==> src/rtl/seq_alu_pkg.sv <==
// Shared op-codes and sequencer state encoding for the sequential ALU datapath.
package seq_alu_pkg;

    localparam logic [2:0] OP_AND = 3'b000;
    localparam logic [2:0] OP_OR  = 3'b001;
    localparam logic [2:0] OP_ADD = 3'b010;
    localparam logic [2:0] OP_SUB = 3'b110;
    localparam logic [2:0] OP_SLT = 3'b111;

    typedef enum logic [1:0] {
        S_IDLE = 2'd0,
        S_READ = 2'd1,
        S_EXEC = 2'd2,
        S_WB   = 2'd3
    } state_t;

endpackage

==> src/rtl/seq_alu_if.sv <==
// Instruction, result and debug-read bundle between the board decode logic and the datapath.
interface seq_alu_if #(
    parameter int N    = 8,
    parameter int NREG = 8
);
    localparam int AW = $clog2(NREG);

    logic          in_valid;
    logic          in_ready;
    logic [2:0]    op;
    logic [AW-1:0] ra1;
    logic [AW-1:0] ra2;
    logic [AW-1:0] wa3;
    logic          use_imm;
    logic [N-1:0]  imm;
    logic          out_valid;
    logic [N-1:0]  result;
    logic          zero;
    logic          busy;
    logic [AW-1:0] dbg_addr;
    logic [N-1:0]  dbg_data;

    modport master (
        output in_valid, op, ra1, ra2, wa3, use_imm, imm, dbg_addr,
        input  in_ready, out_valid, result, zero, busy, dbg_data
    );

    modport slave (
        input  in_valid, op, ra1, ra2, wa3, use_imm, imm, dbg_addr,
        output in_ready, out_valid, result, zero, busy, dbg_data
    );

endinterface

==> src/rtl/regfile_zr.sv <==
// Register file with R0 tied to zero: two combinational read ports, one debug read, one write.
// Write lands on the rising edge with we high; async active-low clear of every entry.
module regfile_zr #(
    parameter int N    = 8,
    parameter int NREG = 8,
    parameter int AW   = $clog2(NREG)
) (
    input  logic          clk,
    input  logic          rst,
    input  logic          we,
    input  logic [AW-1:0] wa,
    input  logic [N-1:0]  wd,
    input  logic [AW-1:0] ra1,
    output logic [N-1:0]  rd1,
    input  logic [AW-1:0] ra2,
    output logic [N-1:0]  rd2,
    input  logic [AW-1:0] dbg_addr,
    output logic [N-1:0]  dbg_data
);

    logic [N-1:0] mem_q [NREG];
    logic [N-1:0] mem_d [NREG];

    always_comb begin
        mem_d = mem_q;
        if (we && (wa != '0)) begin
            mem_d[wa] = wd;
        end
    end

    always_ff @(posedge clk or negedge rst) begin
        if (!rst) begin
            mem_q <= '{default: '0};
        end else begin
            mem_q <= mem_d;
        end
    end

    // Entry 0 is never written, but the read mux forces zero so it cannot leak a stale value.
    assign rd1      = (ra1      == '0) ? '0 : mem_q[ra1];
    assign rd2      = (ra2      == '0) ? '0 : mem_q[ra2];
    assign dbg_data = (dbg_addr == '0) ? '0 : mem_q[dbg_addr];

endmodule

==> src/rtl/seq_alu_datapath.sv <==
// Self-sequencing regfile/ALU: IDLE->READ->EXEC->WB, accept to writeback in 3 edges, one instr per 4 cycles.
// in_ready only in IDLE; in_valid ignored while busy. SEQ_ALU_SLT_EN enables signed set-less-than on op 111.
module seq_alu_datapath
    import seq_alu_pkg::*;
#(
    parameter int N    = 8,
    parameter int NREG = 8
) (
    input  logic        clk,
    input  logic        rst,
    seq_alu_if.slave    bus
);

    localparam int AW = $clog2(NREG);

    state_t        state_q, state_d;
    logic [2:0]    op_q, op_d;
    logic [AW-1:0] ra1_q, ra1_d;
    logic [AW-1:0] ra2_q, ra2_d;
    logic [AW-1:0] wa3_q, wa3_d;
    logic          use_imm_q, use_imm_d;
    logic [N-1:0]  imm_q, imm_d;
    logic [N-1:0]  a_q, a_d;
    logic [N-1:0]  b_q, b_d;
    logic [N-1:0]  result_q, result_d;
    logic          zero_q, zero_d;
    logic          out_valid_q, out_valid_d;

    logic [N-1:0]  rd1, rd2;
    logic [N-1:0]  alu_res;
    logic          wr_en;

    regfile_zr #(.N(N), .NREG(NREG), .AW(AW)) u_rf (
        .clk      (clk),
        .rst      (rst),
        .we       (wr_en),
        .wa       (wa3_q),
        .wd       (result_q),
        .ra1      (ra1_q),
        .rd1      (rd1),
        .ra2      (ra2_q),
        .rd2      (rd2),
        .dbg_addr (bus.dbg_addr),
        .dbg_data (bus.dbg_data)
    );

    always_comb begin
        alu_res = '0;
        case (op_q)
            OP_AND: alu_res = a_q & b_q;
            OP_OR:  alu_res = a_q | b_q;
            OP_ADD: alu_res = a_q + b_q;
            OP_SUB: alu_res = a_q - b_q;
`ifdef SEQ_ALU_SLT_EN
            OP_SLT: alu_res = {{(N-1){1'b0}}, ($signed(a_q) < $signed(b_q))};
`else
            OP_SLT: alu_res = '0;
`endif
            default: alu_res = '0;
        endcase
    end

    always_comb begin
        state_d     = state_q;
        op_d        = op_q;
        ra1_d       = ra1_q;
        ra2_d       = ra2_q;
        wa3_d       = wa3_q;
        use_imm_d   = use_imm_q;
        imm_d       = imm_q;
        a_d         = a_q;
        b_d         = b_q;
        result_d    = result_q;
        zero_d      = zero_q;
        out_valid_d = (state_q == S_WB);
        wr_en       = 1'b0;

        case (state_q)
            S_IDLE: begin
                if (bus.in_valid) begin
                    op_d      = bus.op;
                    ra1_d     = bus.ra1;
                    ra2_d     = bus.ra2;
                    wa3_d     = bus.wa3;
                    use_imm_d = bus.use_imm;
                    imm_d     = bus.imm;
                    state_d   = S_READ;
                end
            end
            S_READ: begin
                a_d     = rd1;
                b_d     = use_imm_q ? imm_q : rd2;
                state_d = S_EXEC;
            end
            S_EXEC: begin
                result_d = alu_res;
                zero_d   = (alu_res == '0);
                state_d  = S_WB;
            end
            S_WB: begin
                wr_en   = 1'b1;
                state_d = S_IDLE;
            end
            default: state_d = S_IDLE;
        endcase
    end

    always_ff @(posedge clk or negedge rst) begin
        if (!rst) begin
            state_q     <= S_IDLE;
            op_q        <= '0;
            ra1_q       <= '0;
            ra2_q       <= '0;
            wa3_q       <= '0;
            use_imm_q   <= 1'b0;
            imm_q       <= '0;
            a_q         <= '0;
            b_q         <= '0;
            result_q    <= '0;
            zero_q      <= 1'b1;
            out_valid_q <= 1'b0;
        end else begin
            state_q     <= state_d;
            op_q        <= op_d;
            ra1_q       <= ra1_d;
            ra2_q       <= ra2_d;
            wa3_q       <= wa3_d;
            use_imm_q   <= use_imm_d;
            imm_q       <= imm_d;
            a_q         <= a_d;
            b_q         <= b_d;
            result_q    <= result_d;
            zero_q      <= zero_d;
            out_valid_q <= out_valid_d;
        end
    end

    assign bus.in_ready  = (state_q == S_IDLE);
    assign bus.busy      = (state_q != S_IDLE);
    assign bus.out_valid = out_valid_q;
    assign bus.result    = result_q;
    assign bus.zero      = zero_q;

endmodule

==> src/flat_wrapper.sv <==
// flat-port wrapper written by rule: the top's interface ports become plain ports
module seq_alu_datapath_flat import seq_alu_pkg::*;
#(
    parameter int N    = 8,
    parameter int NREG = 8
)
  (clk, rst, bus_in_valid, bus_op, bus_ra1, bus_ra2, bus_wa3, bus_use_imm, bus_imm, bus_dbg_addr, bus_in_ready, bus_out_valid, bus_result, bus_zero, bus_busy, bus_dbg_data);
  seq_alu_if #(.N(N), .NREG(NREG)) bus_i ();
  input  logic clk;
  input  logic rst;
  input wire logic [$bits(bus_i.in_valid)-1:0] bus_in_valid;
  input wire logic [$bits(bus_i.op)-1:0] bus_op;
  input wire logic [$bits(bus_i.ra1)-1:0] bus_ra1;
  input wire logic [$bits(bus_i.ra2)-1:0] bus_ra2;
  input wire logic [$bits(bus_i.wa3)-1:0] bus_wa3;
  input wire logic [$bits(bus_i.use_imm)-1:0] bus_use_imm;
  input wire logic [$bits(bus_i.imm)-1:0] bus_imm;
  input wire logic [$bits(bus_i.dbg_addr)-1:0] bus_dbg_addr;
  output wire logic [$bits(bus_i.in_ready)-1:0] bus_in_ready;
  output wire logic [$bits(bus_i.out_valid)-1:0] bus_out_valid;
  output wire logic [$bits(bus_i.result)-1:0] bus_result;
  output wire logic [$bits(bus_i.zero)-1:0] bus_zero;
  output wire logic [$bits(bus_i.busy)-1:0] bus_busy;
  output wire logic [$bits(bus_i.dbg_data)-1:0] bus_dbg_data;
  assign bus_i.in_valid = bus_in_valid;
  assign bus_i.op = bus_op;
  assign bus_i.ra1 = bus_ra1;
  assign bus_i.ra2 = bus_ra2;
  assign bus_i.wa3 = bus_wa3;
  assign bus_i.use_imm = bus_use_imm;
  assign bus_i.imm = bus_imm;
  assign bus_i.dbg_addr = bus_dbg_addr;
  assign bus_in_ready = bus_i.in_ready;
  assign bus_out_valid = bus_i.out_valid;
  assign bus_result = bus_i.result;
  assign bus_zero = bus_i.zero;
  assign bus_busy = bus_i.busy;
  assign bus_dbg_data = bus_i.dbg_data;
  seq_alu_datapath #(.N(N), .NREG(NREG)) u_core (.clk(clk), .rst(rst), .bus(bus_i));
endmodule
==> config.mk <==
export PLATFORM = sky130hd
export DESIGN_NAME = seq_alu_datapath_flat
export DESIGN_NICKNAME = d
export VERILOG_FILES = /design/src/rtl/seq_alu_pkg.sv /design/src/rtl/seq_alu_if.sv /design/src/rtl/regfile_zr.sv /design/src/rtl/seq_alu_datapath.sv /design/src/flat_wrapper.sv
export SDC_FILE = /design/constraint.sdc
export NUM_CORES = 1
export LEC_CHECK = 0
export ABC_AREA = 1
export CORE_MARGIN = 2
export CORE_UTILIZATION = 54
export DETAILED_ROUTE_END_ITERATION = 8
export GPL_TIMING_DRIVEN = 0
export PLACE_DENSITY = 0.77
export SLEW_MARGIN = 20
export SYNTH_ARGS = -nofsm -noshare
export SYNTH_HDL_FRONTEND = slang
export SYNTH_HIERARCHICAL = 1
export SYNTH_SLANG_ARGS = --single-unit
==> constraint.sdc <==
create_clock -name clk -period 2.3 [get_ports clk]
set_input_delay 0.345 -clock clk [delete_from_list [all_inputs] [get_ports clk]]
set_output_delay 0.345 -clock clk [all_outputs]
set_load 0.03 [all_outputs]
; Word-level counts from Yosys, hierarchy flattened
; Cells that the tools add are included.
[classes]
add_sub_neg = 2
n_lt_le_gt_ge = 5
eq_ne = 7
mux = 20
bitwise = 6
n_reduce_logical = 11
[op_table]
columns = op, n
row1 = 8-bit two-way mux, 11
row2 = 8-bit binary-select mux with 3-bit select, 3
row3 = 64-bit bitwise mux, 1
row4 = 8-bit one-hot mux with 4 select lines, 1
row5 = 8-bit demux with 3-bit select, 1
row6 = 4-bit >= comparator (second input constant), 4
row7 = 3-bit inverter with 4-bit output, 4
row8 = 3-bit logical NOT, 4
row9 = 8-bit adder, 1
row10 = 8-bit AND, 1
row11 = 8-bit logical NOT, 1
row12 = 8-bit OR, 1
row13 = 2-bit one-hot mux with 4 select lines, 1
row14 = 8-bit subtractor, 1
row15 = 2-bit equality test (second input constant), 2
row16 = 4-bit by 1-bit < comparator with 1-bit output (second input constant), 1
row17 = 3-bit by 1-bit equality test with 1-bit output (second input constant), 1
row18 = 3-bit by 2-bit equality test with 1-bit output (second input constant), 1
row19 = 3-bit equality test (second input constant), 1
row20 = 3-bit nonzero test, 1
row21 = 2-bit by 1-bit equality test with 1-bit output (second input constant), 1
row22 = 1-bit logical AND, 2
row23 = 2-bit logical NOT, 1
row24 = 2-bit two-way mux, 1
row25 = other kinds (4), 4
[totals]
register_bits = 113
output_inout_bits = 20
word_cells = 71

; Logic depth before layout (Yosys ltp)
[depth]
word_depth = 6
ltp_mapped = 19
ltp_nobuf = 18

; By module
; The synthesis kept the hierarchy.
[modules_own_cells]
columns = mod, instances, cells_each, area_each_um2
row1 = regfile_zr, 1, 709, 4370.4
row2 = seq_alu_datapath, 1, 313, 2745.1

; Worst setup path before layout
; Ideal clock, no wire load.
[synth_timing]
path_type = reg-to-reg
start = reg u_core.b_q[0]
end = reg u_core.zero_q, in the netlist u_core/bus.zero
setup_ps = 60
arrival_ps = 2235
slack_ps = 5
path_stages_with_launch = 18
path_buffers = 0
synth_period_minus_slack_ps = 2295
path_cell_list = dfrtp_1 inv_1 ha_1 or2_2 o21ai_0 inv_1 fa_1 inv_1 nand3_1 nand2_1 nand3_1 nand2_1 nand2_1 nand3_1 nand2_1 nor2_1 nand2_1 nand2_1
[synth_via]
elab_chain_len = 3
word_cells_on_any_way = 6
classes_between = add/sub: 2 / mux: 1 / bitwise: 2 / reduce/logical: 1
[synth_lines]
columns = element, line_no
row1 = from (decl), seq_alu_datapath.sv:24  ; logic [N-1:0] b_q, b_d;
row2 = from (signal assigned), seq_alu_datapath.sv:118  ; b_q <= '0;
row3 = from (signal assigned), seq_alu_datapath.sv:131  ; b_q <= b_d;
row4 = 8-bit subtractor (tied with other cells), seq_alu_datapath.sv:53  ; OP_SUB: alu_res = a_q - b_q;
row5 = 8-bit one-hot mux with 4 select lines *, seq_alu_datapath.sv:49  ; case (op_q)
row6 = 8-bit logical NOT *, seq_alu_datapath.sv:97  ; zero_d = (alu_res == '0);
row7 = to (signal assigned), seq_alu_datapath.sv:133  ; zero_q <= zero_d;
row8 = to (decl), seq_alu_datapath.sv:26  ; logic zero_q, zero_d;
; Every way passes the cells marked *; elsewhere a longest branch is shown, timed or not.
; A chain may end at the register's enable or synchronous reset.

; Worst setup path in the final report
; Ends and elaborated chain as after synthesis.

==> results <==
- The clock reaches the later pin of the worst-skew pair after between 0.4 and 0.5 ns.
- The met3 track utilization from global routing is 0.0845.
- The most used flip-flop cell after synthesis is sky130_fd_sc_hd__dfrtp_1.
- Data on the critical path is required at its endpoint by between 2 and 3 ns.
- The critical register-to-register path startpoint is u_core/b_q[0].
- After the first detailed-routing iteration, the DRC count stood at 847.
- The effective utilization at floorplan is 0.559.
- Of the total power, the clock network draws 0.199.
- The clock passes through at most 2 buffers.
- Of the cells placed in the final design, the portion with a size suffix greater than 1 is 0.140.
- The share of total power dissipated in combinational logic is 0.560.
- The number of search-and-repair iterations in the first detailed-routing pass is 6.
- The antenna cell count is 0.
- The distinct cell type count after synthesis is 39.
- The busiest layer in global routing is met2.
- The die is between 100 and 150 um wide.
- The number of buffers inserted during clock tree synthesis is 17.
- Of the post-synthesis cell area, the part taken by muxes is 0.0285.
- The vias per cell is 5.60.
- The register share of total power is 0.242.
- Setup repair after global routing could not meet its margin everywhere.
- By area, the combinational part of the netlist is dominated by simple AND/OR/NAND/NOR gates.
- The first-pass GRT wire length is approximately 37000 um.
- The element type at the critical path end is a flop.
- The clock period minus final worst setup slack is 2.35 ns.
- The number of hold violations in the final report is 0.
- Among all stages on the critical path, the largest delay is contributed by sky130_fd_sc_hd__dfrtp_1.
- Of the available clock period, the critical path in the final layout requires 1.02.
- The post-synth net total is ~1.1k.
- 47 I/O pins were placed.
- The net switching component of the power is 6.83 mW.
- The worst min-delay path class is in -> async.
- The sum of overflow across all layers after global routing is 0.
- After synthesis, the share of flip-flops with an asynchronous set or reset is 1.00.
- The synthesized flop and latch total is 113.
- The startpoint of the most critical setup path is u_core/b_q[0].
- The relative area change from synthesis to final layout is 22.0%.
- The clock-pin transition on the worst setup and hold timing paths is about 0.060 ns.
- The final routed DRC violation total is 0.
- Summed over all failing endpoints, the final setup total negative slack is -0.0510 ns.
- The row count is between 40 and 50.
- The final max-slew violation count is 0.
- Synthesis handed over a netlist of 1022 instances.
- The vertical extent of the die is between 100 and 150 um.
- After floorplanning, the core was sized to cover 12700 sq um.
- The launching element type of the critical path is a flop.
- In the layout the commonest cells are 347 x sky130_fd_sc_hd__nand2_1, 111 x sky130_fd_sc_hd__dfrtp_1, 108 x sky130_fd_sc_hd__inv_1, 101 x sky130_fd_sc_hd__nand3_1, 81 x sky130_fd_sc_hd__o21ai_0.
- Dividing the detail-routed wire length by the instance count gives about 19 um.
- The switching share of power is 0.475.
- The net count of the finished layout is between 1k and 1.5k.
- The number of sinks on the clock net is roughly 110.
- The number of enable flip-flop cells after synthesis is 0.
- The flow ran to the end, but the final reports show violations.
- The count of buffer and inverter cells on the critical path is 2.
- At the pin with the least slew margin, the transition time is 0.662 ns.
- The overall via count from detail_route is about 7.2k.
- TritonCTS built the clock tree.
- The netlist area before placement is approximately 7100 sq um.
- The areal power density over the cells is between 1500 and 2000 nW/um^2.
- Of the total synthesized cell area, the portion taken by full adders, half adders and majority gates is 0.0274.
- During synthesis, Yosys emitted a total of 6 warnings.
- In this run the number of H-tree levels came out at 4.
- Data on the critical path arrives at its endpoint at 2.72 ns.
- The final standard cell area without fillers is slightly below 9000 sq um.
- IR analysis of the VDD net gives a maximum drop of around 0.9 mV.
- The initial antenna violation count is 1.
- The checks that failed: negative setup slack.
- For met1 alone, demand over resource in global routing was 0.472.
- The mean area per synthesized cell is roughly 7.0 sq um.
- The critical-path maximum fanout is 3.
- The critical path goes through inv_2 > ha_4 > nand3_4 > o31ai_4 > xor2_2 > ha_1 > nand2_2 > inv_1 > nand2_2 > nand2_1 > a21oi_2 > nand3_2 > nand3_2 > nand2_1 > nor2_1 > nand2_1 > nand2_1.
- On the final layout, the worst clock skew is approximately 0.0076 ns.
- The commonest non-fill, non-tap cell in the layout is sky130_fd_sc_hd__nand2_1.
- The internal portion of total power is about 7.6 mW.
- Across the run, the number of max-cap violations was 0.
- The share of the Yosys chip area taken by registers is 0.398.
- The maximum cell stage delay along the critical path is 0.39 ns.
- The leakage power is ~4.4 nW.
- The post-route worst setup slack is -0.0510 ns.
- Setup violations remaining at the end of the flow were counted as 1.
- The die covers between 10000 and 15000 sq um.
- The overall global routing resource usage is 0.350.
- The xor-xnor portion of the synthesized cell area is 0.00615.
- The detail route stage leaves a number of antenna-violating nets equal to 0.
- The number of input and output port buffers inserted is between 40 and 50.
- The HPWL after detailed placement is between 15000 and 20000 um.
- The via count of the first global-routing pass is between 6k and 7k.
- The setup path with the least slack is of type reg -> reg.
- Entering global routing, the biggest net connects 73 pins.
- The met2 track demand over resource is 0.538.
- Of the total synthesized cell area, the portion taken by AND, OR, NAND and NOR gates is 0.328.
- The compound-gate portion of the synthesized area is 0.107.
- Counting stages on the worst path, the most repeated cell is sky130_fd_sc_hd__nand2_1.
- Summed over all layers, the routed wires come to roughly 24000 um.
- The cell chosen for the clock root is sky130_fd_sc_hd__clkbuf_16.
- Static timing analysis puts the maximum clock frequency at 0.425 GHz.
- The weighted congestion reported at the end of routability-driven placement is 1.01.
- The instance area after placement is around 8000 sq um.
- The cell family contributing the most delay on the critical path is simple AND/OR/NAND/NOR gates.
- The relative slew slack is 0.559.
## timing repair
| action | CTS | global route |
|---|---|---|
| gates resized for setup | 25 | 25 |
| pin swaps | 12 | 12 |
| setup endpoints to repair | 16 | 8 |
| hold endpoints to repair | 40 | 0 |
| hold buffers | 1 | 0 |
| setup buffers | 8 | 5 |
## worst reg2reg max path, delay by kind of cell (launching register included)
family / cells / cell delay [ns]
compound gates: 2 / 0.38
xor+xnor: 1 / 0.18
fa+ha+maj: 2 / 0.45
buf+inv: 2 / 0.15
flops: 1 / 0.39
simple gates: 10 / 0.73
## cells in the mapped netlist (all sizes together) (4+ instances only)
| master | count | area share |
|---|---|---|
| o21ai | 83 | 0.058 |
| o22ai | 8 | 0.0070 |
| nor2 | 80 | 0.044 |
| ha | 14 | 0.025 |
| nand3 | 108 | 0.082 |
| a21oi | 12 | 0.0090 |
| clkbuf | 17 | 0.0090 |
| xor2 | 5 | 0.0062 |
| o211ai | 25 | 0.026 |
| mux2 | 18 | 0.028 |
| clkinv | 5 | 0.0026 |
| inv | 118 | 0.063 |
| a31oi | 4 | 0.0035 |
| dfrtp | 112 | 0.39 |
| buf | 39 | 0.030 |
| nand2 | 361 | 0.19 |
## state kept, by name (all words and copies together) (netlist names), 3 cells and up
register,count
u_core/b_q,8
u_core/imm_q,8
u_core/op_q,3
u_core/u_rf/mem_q,64
u_core/ra2_q,3
u_core/bus.result,8
u_core/wa3_q,3
u_core/a_q,8
u_core/ra1_q,3
## kinds of logic after synthesis
logic type,count (synthesis)
muxes,18
xor gates and xnor gates,5
and+or+nand+nor,557
DFF,113
AOI/OAI and AO/OA,135
adders and majority gates,15
buffers and inverters,179
## power by group through the flow
stage                     logic, mW  clock network [mW]  registers (mW)
after floorplan                4.97                   0            3.35
after global routing           8.80                2.97            3.56
after CTS                      7.36                2.87            3.44
final                          8.05                2.86            3.47
after detailed placement       7.05                   0            3.43
after global placement         6.95                   0            3.40
## layout make-up
cell class / count / area, sq um
Tap cell: 172 / 215
Clock inverter: 12 / 180
Sequential cell: 113 / 2830
Inverter: 123 / 467
Clock buffer: 20 / 457
Multi-Input combinational cell: 730 / 3690
Buffer: 56 / 279
Timing Repair Buffer: 58 / 563
Fill cell: 1111 / 4040
## metal layers
layer,wire (um),vias up
met2,11000,337
li1,-,3391
met3,2210,54
met4,671,0
met5,0,-
met1,10100,3405
## per-stage QoR
stage	hold slack [ns]	util	worst slack [ns]	power [mW]	instances
final	0.395	0.682	-0.0510	14.4	1284
after floorplan	0.0494	-	0.00489	8.31	1022
after global placement	0.442	0.610	-3.36	10.4	1237
after global routing	0.426	0.682	-0.186	15.3	1284
after CTS	0.403	0.671	-0.0533	13.7	1279
after detailed placement	0.282	0.612	-0.315	10.5	1238
## final timing paths
path | end | slack (ns) | depth (start not counted)
max | u_core/bus.zero | -0.05 | 17
min | u_core/u_rf/mem_q[58] | 0.40 | 2
max reg2reg | u_core/bus.zero | -0.05 | 17
min reg2reg | u_core/u_rf/mem_q[59] | 0.46 | 1
max in group asynchronous | u_core/op_q[1] | 1.21 | 3
min in group clk | u_core/u_rf/mem_q[59] | 0.46 | 1
No activity file was read; power rests on OpenSTA's default activity.
